--- src/rtl/synth_bus_pkg.sv ---
// Shared definitions for the synth register bus sequencer.
//   - Voice register offsets within a voice bank.
//   - bus_state_t: externally visible sequencer state (IDLE/DECODE/SETUP/HIGH/LOW).
//   - seq_state_t: the parent controller's own phase.
//   - ev_kind_t: classification of an accepted note event, chosen at acceptance.
//   - write_entry_t: one register write {addr, data}.
//   - list_len / list_entry: the write list implied by an event kind.
// Optional feature macro used by the sequencer: VOICE_STEAL_EN.
package synth_bus_pkg;

    localparam logic [15:0] REG_GATE       = 16'd0;
    localparam logic [15:0] REG_INCR       = 16'd1;
    localparam logic [15:0] REG_WAVETYPE   = 16'd2;
    localparam logic [15:0] REG_PULSEWIDTH = 16'd3;
    localparam logic [15:0] REG_SUSTAIN    = 16'd4;
    localparam logic [15:0] REG_LINEAR     = 16'd5;

    typedef enum logic [2:0] {
        ST_IDLE   = 3'd0,
        ST_DECODE = 3'd1,
        ST_SETUP  = 3'd2,
        ST_HIGH   = 3'd3,
        ST_LOW    = 3'd4
    } bus_state_t;

    typedef enum logic [1:0] {
        SEQ_IDLE   = 2'd0,
        SEQ_DECODE = 2'd1,
        SEQ_WRITE  = 2'd2
    } seq_state_t;

    // EV_NONE: nothing to write (unmatched note-off or dropped note-on).
    // EV_ON:   Incr then Gate=1 (fresh allocation or retrigger).
    // EV_OFF:  Gate=0.
    // EV_STEAL: Gate=0, Incr, Gate=1 on a stolen voice.
    typedef enum logic [1:0] {
        EV_NONE  = 2'd0,
        EV_ON    = 2'd1,
        EV_OFF   = 2'd2,
        EV_STEAL = 2'd3
    } ev_kind_t;

    typedef struct packed {
        logic [15:0] addr;
        logic [7:0]  data;
    } write_entry_t;

    function automatic logic [1:0] list_len(input ev_kind_t kind);
        case (kind)
            EV_ON:    return 2'd2;
            EV_OFF:   return 2'd1;
            EV_STEAL: return 2'd3;
            default:  return 2'd0;
        endcase
    endfunction

    // bank is the address of the voice's Gate register; sums wrap at 16 bits.
    function automatic write_entry_t list_entry(input ev_kind_t kind, input logic [1:0] idx,
                                                input logic [15:0] bank, input logic [7:0] incr);
        write_entry_t e;
        e = '0;
        case (kind)
            EV_ON: begin
                if (idx == 2'd0) begin
                    e.addr = bank + REG_INCR;
                    e.data = incr;
                end else if (idx == 2'd1) begin
                    e.addr = bank + REG_GATE;
                    e.data = 8'h01;
                end
            end
            EV_OFF: begin
                if (idx == 2'd0) begin
                    e.addr = bank + REG_GATE;
                    e.data = 8'h00;
                end
            end
            EV_STEAL: begin
                if (idx == 2'd0) begin
                    e.addr = bank + REG_GATE;
                    e.data = 8'h00;
                end else if (idx == 2'd1) begin
                    e.addr = bank + REG_INCR;
                    e.data = incr;
                end else if (idx == 2'd2) begin
                    e.addr = bank + REG_GATE;
                    e.data = 8'h01;
                end
            end
            default: e = '0;
        endcase
        return e;
    endfunction

endpackage

--- src/rtl/bus_write_cycle.sv ---
// Single register-write engine for the synth register bus.
// Sequence per write: SETUP (1 clock, strobe low) -> HIGH (BUS_HALF clocks,
// strobe high) -> LOW (BUS_HALF clocks, strobe low). Address/data are loaded
// at the SETUP edge and held until the write ends.
// Ports:
//   clk, rst_n      clock, asynchronous active-low reset (bus outputs drop at once)
//   start, entry    request a write; sampled while idle or on the final LOW clock,
//                   so back-to-back writes need no idle gap
//   done            high during the final LOW clock of a write
//   state           engine state (ST_IDLE/ST_SETUP/ST_HIGH/ST_LOW) for observation
//   bus_address, bus_write_data, bus_read_write, bus_clock   registered bus outputs
module bus_write_cycle
    import synth_bus_pkg::*;
#(
    parameter int BUS_HALF = 1
) (
    input  logic         clk,
    input  logic         rst_n,
    input  logic         start,
    input  write_entry_t entry,
    output logic         done,
    output bus_state_t   state,
    output logic [15:0]  bus_address,
    output logic [7:0]   bus_write_data,
    output logic         bus_read_write,
    output logic         bus_clock
);

    localparam logic [15:0] HALF_LAST = 16'(BUS_HALF - 1);

    logic [15:0] half_cnt;
    logic        half_last;

    assign half_last = (half_cnt == HALF_LAST);
    assign done      = (state == ST_LOW) && half_last;

    always_ff @(posedge clk or negedge rst_n) begin
        if (!rst_n) begin
            state          <= ST_IDLE;
            half_cnt       <= '0;
            bus_address    <= '0;
            bus_write_data <= '0;
            bus_read_write <= 1'b0;
            bus_clock      <= 1'b0;
        end else if ((state == ST_IDLE || done) && start) begin
            state          <= ST_SETUP;
            half_cnt       <= '0;
            bus_address    <= entry.addr;
            bus_write_data <= entry.data;
            bus_read_write <= 1'b1;
            bus_clock      <= 1'b0;
        end else begin
            case (state)
                ST_SETUP: begin
                    state     <= ST_HIGH;
                    half_cnt  <= '0;
                    bus_clock <= 1'b1;
                end
                ST_HIGH: begin
                    if (half_last) begin
                        state     <= ST_LOW;
                        half_cnt  <= '0;
                        bus_clock <= 1'b0;
                    end else begin
                        half_cnt <= half_cnt + 16'd1;
                    end
                end
                ST_LOW: begin
                    if (half_last) begin
                        state          <= ST_IDLE;
                        half_cnt       <= '0;
                        bus_address    <= '0;
                        bus_write_data <= '0;
                        bus_read_write <= 1'b0;
                    end else begin
                        half_cnt <= half_cnt + 16'd1;
                    end
                end
                default: begin
                    state     <= ST_IDLE;
                    half_cnt  <= '0;
                    bus_clock <= 1'b0;
                end
            endcase
        end
    end

endmodule

--- src/rtl/voice_bus_sequencer.sv ---
// Voice bus sequencer: turns note-on/note-off events into register writes on
// the synth register bus, allocating events across NUM_VOICES voice banks
// (voice v Gate at BASE_ADDR + v*VOICE_STRIDE, Incr one above).
// Handshake: an event is taken on a rising edge where NoteValid & NoteReady;
// NoteReady is high only while idle, so one event is in flight at a time.
// Optional feature macro VOICE_STEAL_EN: when defined, a note-on with every
// voice busy steals a voice via a rotating pointer; otherwise it is dropped
// and Overflow pulses for the DECODE clock.
// Ports:
//   Clock, Reset                 clock, asynchronous active-low reset
//   NoteValid/NoteReady          event handshake
//   NoteOn, NoteKey, NoteIncr    event payload
//   BusAddress, BusWriteData, BusReadWrite, BusClock   register bus (writes only)
//   VoiceActive                  gate state per voice (updated at the DECODE edge)
//   Overflow                     one-clock pulse when a note-on is dropped
//   DebugState                   current bus_state_t encoding
module voice_bus_sequencer
    import synth_bus_pkg::*;
#(
    parameter int          NUM_VOICES   = 4,
    parameter logic [15:0] BASE_ADDR    = 16'h0010,
    parameter logic [15:0] VOICE_STRIDE = 16'h0010,
    parameter int          BUS_HALF     = 1
) (
    input  logic                  Clock,
    input  logic                  Reset,
    input  logic                  NoteValid,
    output logic                  NoteReady,
    input  logic                  NoteOn,
    input  logic [6:0]            NoteKey,
    input  logic [7:0]            NoteIncr,
    output logic [15:0]           BusAddress,
    output logic [7:0]            BusWriteData,
    output logic                  BusReadWrite,
    output logic                  BusClock,
    output logic [NUM_VOICES-1:0] VoiceActive,
    output logic                  Overflow,
    output logic [2:0]            DebugState
);

    localparam int VW = (NUM_VOICES > 1) ? $clog2(NUM_VOICES) : 1;

    seq_state_t   seq;
    logic [6:0]   key_tab [NUM_VOICES];
    ev_kind_t     ev_kind;
    logic [VW-1:0] ev_voice;
    logic [6:0]   ev_key;
    logic [7:0]   ev_incr;
    logic [1:0]   wr_idx;
`ifdef VOICE_STEAL_EN
    logic [VW-1:0] steal_ptr;
`endif

    logic          accept;
    logic          hit, free;
    logic [VW-1:0] hit_idx, free_idx;
    logic [15:0]   bank_addr;
    logic [1:0]    wr_len, next_idx, sel_idx;
    logic          eng_start, eng_done;
    write_entry_t  cur_entry;
    bus_state_t    eng_state;

    assign accept = NoteValid && NoteReady;

    // Key match and free-voice search against the live inputs, so the event
    // is fully classified at the acceptance edge. Scanning downwards makes
    // the lowest index win for both searches.
    always_comb begin
        hit      = 1'b0;
        hit_idx  = '0;
        free     = 1'b0;
        free_idx = '0;
        for (int v = NUM_VOICES - 1; v >= 0; v--) begin
            if (VoiceActive[v] && (key_tab[v] == NoteKey)) begin
                hit     = 1'b1;
                hit_idx = VW'(v);
            end
            if (!VoiceActive[v]) begin
                free     = 1'b1;
                free_idx = VW'(v);
            end
        end
    end

    // Write list is a pure function of the latched event; the engine is fed
    // entry 0 during DECODE and entry wr_idx+1 on each write's final clock.
    assign bank_addr = BASE_ADDR + 16'(ev_voice) * VOICE_STRIDE;
    assign wr_len    = list_len(ev_kind);
    assign next_idx  = wr_idx + 2'd1;
    assign sel_idx   = (seq == SEQ_DECODE) ? 2'd0 : next_idx;
    assign cur_entry = list_entry(ev_kind, sel_idx, bank_addr, ev_incr);
    assign eng_start = ((seq == SEQ_DECODE) && (wr_len != 2'd0)) ||
                       ((seq == SEQ_WRITE) && eng_done && (next_idx < wr_len));

    always_comb begin
        case (seq)
            SEQ_DECODE: DebugState = ST_DECODE;
            SEQ_WRITE:  DebugState = eng_state;
            default:    DebugState = ST_IDLE;
        endcase
    end

    always_ff @(posedge Clock or negedge Reset) begin
        if (!Reset) begin
            seq         <= SEQ_IDLE;
            NoteReady   <= 1'b0;
            VoiceActive <= '0;
            Overflow    <= 1'b0;
            ev_kind     <= EV_NONE;
            ev_voice    <= '0;
            ev_key      <= '0;
            ev_incr     <= '0;
            wr_idx      <= '0;
            for (int v = 0; v < NUM_VOICES; v++) key_tab[v] <= '0;
`ifdef VOICE_STEAL_EN
            steal_ptr   <= '0;
`endif
        end else begin
            Overflow <= 1'b0;
            case (seq)
                SEQ_IDLE: begin
                    if (accept) begin
                        NoteReady <= 1'b0;
                        seq       <= SEQ_DECODE;
                        ev_key    <= NoteKey;
                        ev_incr   <= NoteIncr;
                        if (NoteOn) begin
                            if (hit) begin
                                ev_kind  <= EV_ON;
                                ev_voice <= hit_idx;
                            end else if (free) begin
                                ev_kind  <= EV_ON;
                                ev_voice <= free_idx;
                            end else begin
`ifdef VOICE_STEAL_EN
                                ev_kind  <= EV_STEAL;
                                ev_voice <= steal_ptr;
`else
                                // Registered here so the pulse lines up with DECODE.
                                ev_kind  <= EV_NONE;
                                ev_voice <= '0;
                                Overflow <= 1'b1;
`endif
                            end
                        end else if (hit) begin
                            ev_kind  <= EV_OFF;
                            ev_voice <= hit_idx;
                        end else begin
                            ev_kind  <= EV_NONE;
                            ev_voice <= '0;
                        end
                    end else begin
                        NoteReady <= 1'b1;
                    end
                end
                SEQ_DECODE: begin
                    wr_idx <= '0;
                    case (ev_kind)
                        EV_ON, EV_STEAL: begin
                            VoiceActive[ev_voice] <= 1'b1;
                            key_tab[ev_voice]     <= ev_key;
                        end
                        EV_OFF: VoiceActive[ev_voice] <= 1'b0;
                        default: ;
                    endcase
`ifdef VOICE_STEAL_EN
                    if (ev_kind == EV_STEAL)
                        steal_ptr <= (steal_ptr == VW'(NUM_VOICES - 1)) ? '0 : steal_ptr + 1'b1;
`endif
                    if (wr_len == 2'd0) begin
                        seq       <= SEQ_IDLE;
                        NoteReady <= 1'b1;
                    end else begin
                        seq <= SEQ_WRITE;
                    end
                end
                SEQ_WRITE: begin
                    if (eng_done) begin
                        if (next_idx < wr_len) begin
                            wr_idx <= next_idx;
                        end else begin
                            seq       <= SEQ_IDLE;
                            NoteReady <= 1'b1;
                        end
                    end
                end
                default: begin
                    seq       <= SEQ_IDLE;
                    NoteReady <= 1'b0;
                end
            endcase
        end
    end

    bus_write_cycle #(.BUS_HALF(BUS_HALF)) u_bus (
        .clk            (Clock),
        .rst_n          (Reset),
        .start          (eng_start),
        .entry          (cur_entry),
        .done           (eng_done),
        .state          (eng_state),
        .bus_address    (BusAddress),
        .bus_write_data (BusWriteData),
        .bus_read_write (BusReadWrite),
        .bus_clock      (BusClock)
    );

endmodule
--- config.mk ---
export PLATFORM = sky130hd
export DESIGN_NAME = voice_bus_sequencer
export DESIGN_NICKNAME = d
export VERILOG_FILES = /design/src/rtl/synth_bus_pkg.sv /design/src/rtl/bus_write_cycle.sv /design/src/rtl/voice_bus_sequencer.sv
export SDC_FILE = /design/constraint.sdc
export NUM_CORES = 1
export LEC_CHECK = 0
export BUFFER_PORTS_ARGS = -buffer_cell sky130_fd_sc_hd__buf_2
export CORE_ASPECT_RATIO = 0.5
export CORE_UTILIZATION = 58
export CTS_CLUSTER_DIAMETER = 80
export DETAILED_ROUTE_END_ITERATION = 10
export GPL_ROUTABILITY_DRIVEN = 0
export GPL_TIMING_DRIVEN = 0
export PLACE_DENSITY = 0.8
export SYNTH_ARGS = -nofsm -noshare
export SYNTH_HDL_FRONTEND = slang
export SYNTH_SLANG_ARGS = --single-unit
--- constraint.sdc ---
create_clock -name Clock -period 2.8 [get_ports Clock]
set_input_delay 0.14 -clock Clock [delete_from_list [all_inputs] [get_ports Clock]]
set_output_delay 0.14 -clock Clock [all_outputs]
set_load 0.01 [all_outputs]
==> results of run 1 <==
==> per-layer routing <==
metal / share of wire [%] / wire length (µm) / up-vias
met5: 0 / 0 / -
met4: 1.1 / 94 / 0
met3: 4.0 / 330 / 7
met2: 47 / 3930 / 57
met1: 48 / 3950 / 1486
li1: - / - / 1491
==> area by class of cell <==
class	instances	share of cell area, %
sequential	90	44.1
multi-input combinational	280	40.1
clock buffer	12	4.83
timing repair buffer	36	4.12
buffer	28	3.06
tap	96	2.35
inverter	16	1.18
clock inverter	2	0.294
==> per-stage QoR <==
step / setup WS (ps) / power (mW) / cell area [µm²] / utilization, %
2_1_floorplan: 682 / 1.37 / 4520 / -
3_3_place_gp: 359 / 1.41 / 4810 / 64.9
3_5_place_dp: 273 / 1.41 / 4840 / 65.3
4_1_cts: 268 / 2.51 / 5110 / 69.0
5_1_grt: 22.7 / 2.57 / 5110 / 69.0
6_report: 330 / 2.48 / 5110 / 69.0
==> sequential cells by signal, summed over array words and instances (netlist names), named ones only <==
register and count:
key_tab 28, u_bus.half_cnt 16, ev_incr 8, u_bus.bus_write_data 8, ev_key 7, u_bus.bus_address 4
u_bus.state 3, ev_kind 2, ev_voice 2, seq 2, wr_idx 2, NoteReady 1
Overflow 1, u_bus.bus_clock 1, u_bus.bus_read_write 1
==> cell usage after synthesis, types with 2 or more instances <==
cell	n	area share, %
nor3_1	3	0.34
nand3_1	21	2.3
nor2_1	32	2.7
a22o_1	9	1.8
nor4_1	5	0.70
o21ai_0	10	1.1
dfrtp_1	90	50
mux2i_1	2	0.45
buf_4	13	2.2
mux2_2	43	11
a21oi_1	7	0.78
inv_1	15	1.3
a21boi_0	2	0.34
buf_2	2	0.22
o22ai_1	3	0.42
xnor2_1	8	1.6
clkbuf_1	13	1.1
and3_1	9	1.3
o21ai_1	2	0.22
o31ai_1	3	0.50
nand2_1	34	2.9
ha_1	12	3.4
and4_1	3	0.59
nand4_1	7	0.98
xor2_1	34	6.7
==> worst max-delay path, cell delays in order (launching register included) <==
cell	delay, ps
dfrtp_1	320
clkbuf_1	300
inv_1	150
ha_1	310
a21boi_0	140
o41ai_1	300
o211ai_2	180
a2111oi_4	490
a22o_1	210
==> kinds of logic (layout without fill, tap and decap cells) <==
| group | count (synthesis) | in the layout | share of synthesized area (%) |
|---|---|---|---|
| AND/OR/NAND/NOR | 122 | 122 | 13.9 |
| flip-flops | 90 | 90 | 50.3 |
| multiplexers | 46 | 46 | 11.6 |
| AO/OA/AOI/OAI | 45 | 45 | 7.47 |
| buffers and inverters | 44 | 94 | 4.84 |
| XOR/XNOR | 42 | 42 | 8.22 |
| adder cells (fa/ha/maj) | 13 | 13 | 3.58 |
| other | 1 | 12 | 0.0838 |
==> power groups by stage <==
stage	Clock [mW]	Sequential [mW]	Combinational, mW
6_report	1.09	1.30	0.0900
5_1_grt	1.16	1.30	0.102
4_1_cts	1.12	1.30	0.0917
3_5_place_dp	0	1.32	0.0902
3_3_place_gp	0	1.32	0.0848
2_1_floorplan	0	1.32	0.0444
==> how the worst min path moves through the flow <==
stage | start | end | slack, ps | cells past startpoint
2_1_floorplan | Reset | NoteReady | -160 | 0
3_3_place_gp | NoteIncr[1] | ev_incr[1] | 370 | 2
3_5_place_dp | Reset | u_bus.half_cnt[12] | 50 | 1
4_1_cts | NoteIncr[7] | ev_incr[7] | 20 | 2
5_1_grt | NoteIncr[5] | ev_incr[5] | 20 | 2
6_report | NoteIncr[7] | ev_incr[7] | 30 | 2
==> results.py, run 1 <==
metrics = {
    "run_status": {
        "status": "finished clean",
    },
    "worst_setup_path": {
        "required_ps": 3080,
        "ff2ff_setup_slack_ps": 330,
        "crit_end": "u_bus.bus_write_data[6]",
        "r2r_cells": 8,
        "cp.arrival_ps": 2750,
        "cp-start-kind": "register",
        "path_class": "register to register",
        "r2r_start": "ev_kind[0]",
        "worstSetupStartpoint": "ev_kind[0]",
        "r2r_end": "u_bus.bus_write_data[6]",
        "path_max_fanout": 9,
        "endpoint_kind": "register",
    },
    "sta": {
        "tns_ps": 0,
        "post-route-period-util_pct": 88.2,
        "min_period_ps": 2470,
        "fmax_mhz": 405,
        "hold_slack_ps": 25.9,
        "max_slew_margin_pct": 56.2,
        "maxSlewViolCount": 0,
        "worst_pin_slew_ps": 657,
        "fin_worst_skew_ps": 6.32,
        "hold_viol_final": 0,
        "rsz0062_at_grt": "false",
        "setup_violations": 0,
    },
    "logic_synthesis": {
        "ys_warn_count": 0,
        "netlist_instances": 403,
        "synth_async_sr_flop_share_pct": 100,
        "ys_seq_area_share_pct": 50.3,
        "syn_area_per_cell_um2": 11.1,
        "synth-seq-cells": 90,
        "netlist_area_um2": 4470,
        "synth_edf_count": 0,
        "synth_top_flop_cell": "dfrtp_1",
        "synth_cell_type_count": 46,
    },
    "place": {
        "hpwl_um": 5920,
        "port_buffers": 34,
        "dp_cells": 545,
    },
    "detailed_routing": {
        "ant_nets": 0,
        "finalWirelength_um": 8310,
        "post-route-drc-count": 0,
        "initialDrtViolationCount": 218,
        "wire_per_inst_um": 14.8,
        "via_per_inst": 5.43,
        "num_vias": 3041,
        "first_pass_iters": 6,
    },
    "global_routing": {
        "track_usage_pct": 23.0,
        "grt_pass1_vias": 2971,
        "use_met3_pct": 7.29,
        "grt_pass1_wl_um": 14100,
        "met1_usage_pct": 29.7,
        "overflow": 0,
        "antenna_found_initial": 0,
        "grt_busiest_layer": "met2",
        "grt_max_degree": 72,
        "use_met2_pct": 37.4,
    },
    "layout": {
        "antenna_cells": 0,
        "layout_common_cells": "90 x dfrtp_1, 43 x mux2_2, 35 x buf_2",
        "layout-drive-gt1-share_pct": 24.6,
        "finalNonFillerCells": 560,
        "fillers": 568,
        "final_common_cell": "dfrtp_1",
        "seq_area_um2": 2250,
        "syn2layout_area_growth_pct": 14.1,
        "multiInputGateArea_um2": 2050,
        "nets": 492,
    },
    "power_and_ir_drop": {
        "p_leak_nw": 2.68,
        "internal_power_mw": 1.95,
        "p_clk_share_pct": 44.0,
        "ir_drop_v": 0.000313,
        "power_frac_seq_pct": 52.3,
        "swShare_pct": 21.5,
        "switching_power_mw": 0.535,
        "pwr-share-comb_pct": 3.6,
        "p_per_area_nw_per_um2": 487,
    },
    "clock_network": {
        "clock_latency_ps": 340,
        "h-tree-depth": 3,
        "clock-sinks": 90,
        "clk_path_buf_depth": 2,
        "post_cts_buffers": 0,
        "cts.clk_slew.worst_paths_ps": 60,
        "cts_resized": 0,
        "cts_tree": "built",
        "numCtsBuffers": 9,
        "root_buffer": "clkbuf_16",
        "cts_hold_buf": 1,
    },
    "die": {
        "die_h_um": 64.1,
        "rows": 22,
        "coreArea_um2": 7400,
        "ios": 54,
        "initial_core_util_pct": 60.4,
        "die_width_um": 126,
        "die-area_um2": 8090,
    },
    "run": {
        "maxCapViolCount": 0,
    },
    "hold_path": {
        "hold_path_class": "primary input to register",
    },
}
Power figures use the tool's default switching activity.
==> run 2, diff against run 1 <==
--- a/config.mk
+++ b/config.mk
@@ -13,6 +13,7 @@
 export GPL_ROUTABILITY_DRIVEN = 0
 export GPL_TIMING_DRIVEN = 0
 export PLACE_DENSITY = 0.8
+export RECOVER_POWER = 25
 export SYNTH_ARGS = -nofsm -noshare
 export SYNTH_HDL_FRONTEND = slang
 export SYNTH_SLANG_ARGS = --single-unit
==> run 2 against run 1 <==
Against the previous run: via count grew 0.43%; register-to-register slack is essentially flat; count of clock-buffer cells in the layout is the same; clock power is essentially flat; largest power group unchanged.
==> results.py, run 2 (synthesis results as in run 1) <==
metrics = {
    "die": {
        "coreArea_um2": 7400,
        "die-area_um2": 8090,
        "ios": 54,
        "die_h_um": 64.1,
        "rows": 22,
        "initial_core_util_pct": 60.4,
        "die_width_um": 126,
    },
    "worst_setup_path": {
        "cp_slowest_stage_delay_ps": 490,
        "path_class": "register to register",
        "path_max_fanout": 9,
        "endpoint_kind": "register",
        "cp-start-kind": "register",
        "cp_cell_sequence": "clkbuf_1 -> inv_1 -> ha_1 -> a21boi_0 -> o41ai_1 -> o211ai_2 -> a2111oi_4 -> a22o_1",
        "crit_slowest_cell": "a2111oi_4",
        "cp.arrival_ps": 2750,
        "required_ps": 3080,
    },
    "layout": {
        "nets": 492,
        "layout_common_cells": "90 x dfrtp_1, 43 x mux2_2, 35 x buf_2",
        "regMostFlops": "key_tab",
        "syn2layout_area_growth_pct": 13.6,
        "largest_reg_flops": 28,
        "final_common_cell": "dfrtp_1",
        "layout-drive-gt1-share_pct": 24.4,
        "antenna_cells": 0,
        "top_regs": "key_tab: 28 flops, u_bus.half_cnt: 16 flops",
    },
    "clock_network": {
        "cts.clk_slew.worst_paths_ps": 60,
        "clk_path_buf_depth": 2,
        "numCtsBuffers": 9,
        "cts_tree": "built",
        "h-tree-depth": 3,
        "clock-sinks": 90,
        "root_buffer": "clkbuf_16",
        "clock_latency_ps": 340,
        "cts_resized": 0,
    },
    "sta": {
        "finalWorstSetupSlack_ps": 327,
        "hold_slack_ps": 25.6,
        "hold_viol_final": 0,
        "fmax_mhz": 404,
        "max_slew_margin_pct": 28.9,
        "fin_worst_skew_ps": 6.15,
        "worst_pin_slew_ps": 1070,
        "post-route-period-util_pct": 88.3,
        "tns_ps": 0,
        "maxSlewViolCount": 0,
        "rsz0062_at_grt": "false",
        "min_period_ps": 2470,
        "setup_violations": 0,
    },
    "global_routing": {
        "grt_pass1_wl_um": 14100,
        "antenna_found_initial": 0,
        "track_usage_pct": 23.0,
        "grt_pass1_vias": 2971,
        "overflow": 0,
        "grt_max_degree": 72,
    },
    "power_and_ir_drop": {
        "p_per_area_nw_per_um2": 487,
        "power_mw": 2.48,
        "ir_drop_v": 0.000311,
        "p_leak_nw": 2.67,
    },
    "detailed_routing": {
        "via_per_inst": 5.45,
        "initialDrtViolationCount": 227,
        "wire_per_inst_um": 14.8,
        "post-route-drc-count": 0,
        "finalWirelength_um": 8300,
        "num_vias": 3054,
        "ant_nets": 0,
        "first_pass_iters": 4,
    },
    "place": {
        "place_ws_ps": 273,
        "port_buffers": 34,
        "hpwl_um": 5920,
    },
    "run": {
        "maxCapViolCount": 0,
    },
    "run_status": {
        "status": "finished clean",
    },
    "hold_path": {
        "hold_path_class": "primary input to register",
    },
}
run 2: worst paths after layout:
kind / start / endpoint / cells past startpoint / slack [ps]
min in group asynchronous: Reset / u_bus.half_cnt[12] / 2 / 520
min reg2reg: u_bus.bus_read_write / u_bus.bus_read_write / 2 / 470
max in group asynchronous: Reset / key_tab[4] / 3 / 690
min: NoteIncr[7] / ev_incr[7] / 2 / 30
max: ev_kind[0] / u_bus.bus_write_data[6] / 8 / 330
max reg2reg: ev_kind[0] / u_bus.bus_write_data[6] / 8 / 330
run 2: area by class of cell:
class,count,area [µm²]
Timing Repair Buffer,36,186
Multi-Input combinational cell,280,2050
Sequential cell,90,2250
Clock inverter,2,15.0
Clock buffer,12,246
Buffer,28,156
Fill cell,570,2320
Inverter,16,60.1
Tap cell,96,120
run 2: critical path, delay by kind of cell (launching register included):
family | cells | cell delay, ps
adder cells (fa/ha/maj) | 1 | 310
buffers and inverters | 2 | 450
flip-flops | 1 | 320
AO/OA/AOI/OAI | 5 | 1320
run 2: timing repair:
item / 4_1_cts / 5_1_grt
hold buffers: 1 / 0
buffers inserted: 0 / 0
hold endpoints to repair: 19 / 0
setup endpoints to repair: 0 / 0
run 2: per-stage QoR:
| stage | util (%) | instance area, µm² | std cells |
|---|---|---|---|
| floorplan | - | 4520 | 414 |
| global placement | 64.9 | 4810 | 544 |
| detailed placement | 65.3 | 4840 | 545 |
| CTS | 69.0 | 5110 | 560 |
| global route | 68.7 | 5080 | 560 |
| finish | 68.7 | 5080 | 560 |
run 2: layer usage:
layer	GRT usage (%)	part of all wire [%]	wire, µm
met1	29.7	47	3940
met3	7.29	3.9	320
met5	0	0	0
met2	37.4	48	3950
met4	7.23	1.2	96
run 2: power breakdown:
group,leakage (nW),internal (mW),switching (mW)
Sequential,1.24,1.30,0
Combinational,1.30,0.0295,0.0557
Clock,0.121,0.616,0.475
Total,2.67,1.95,0.531
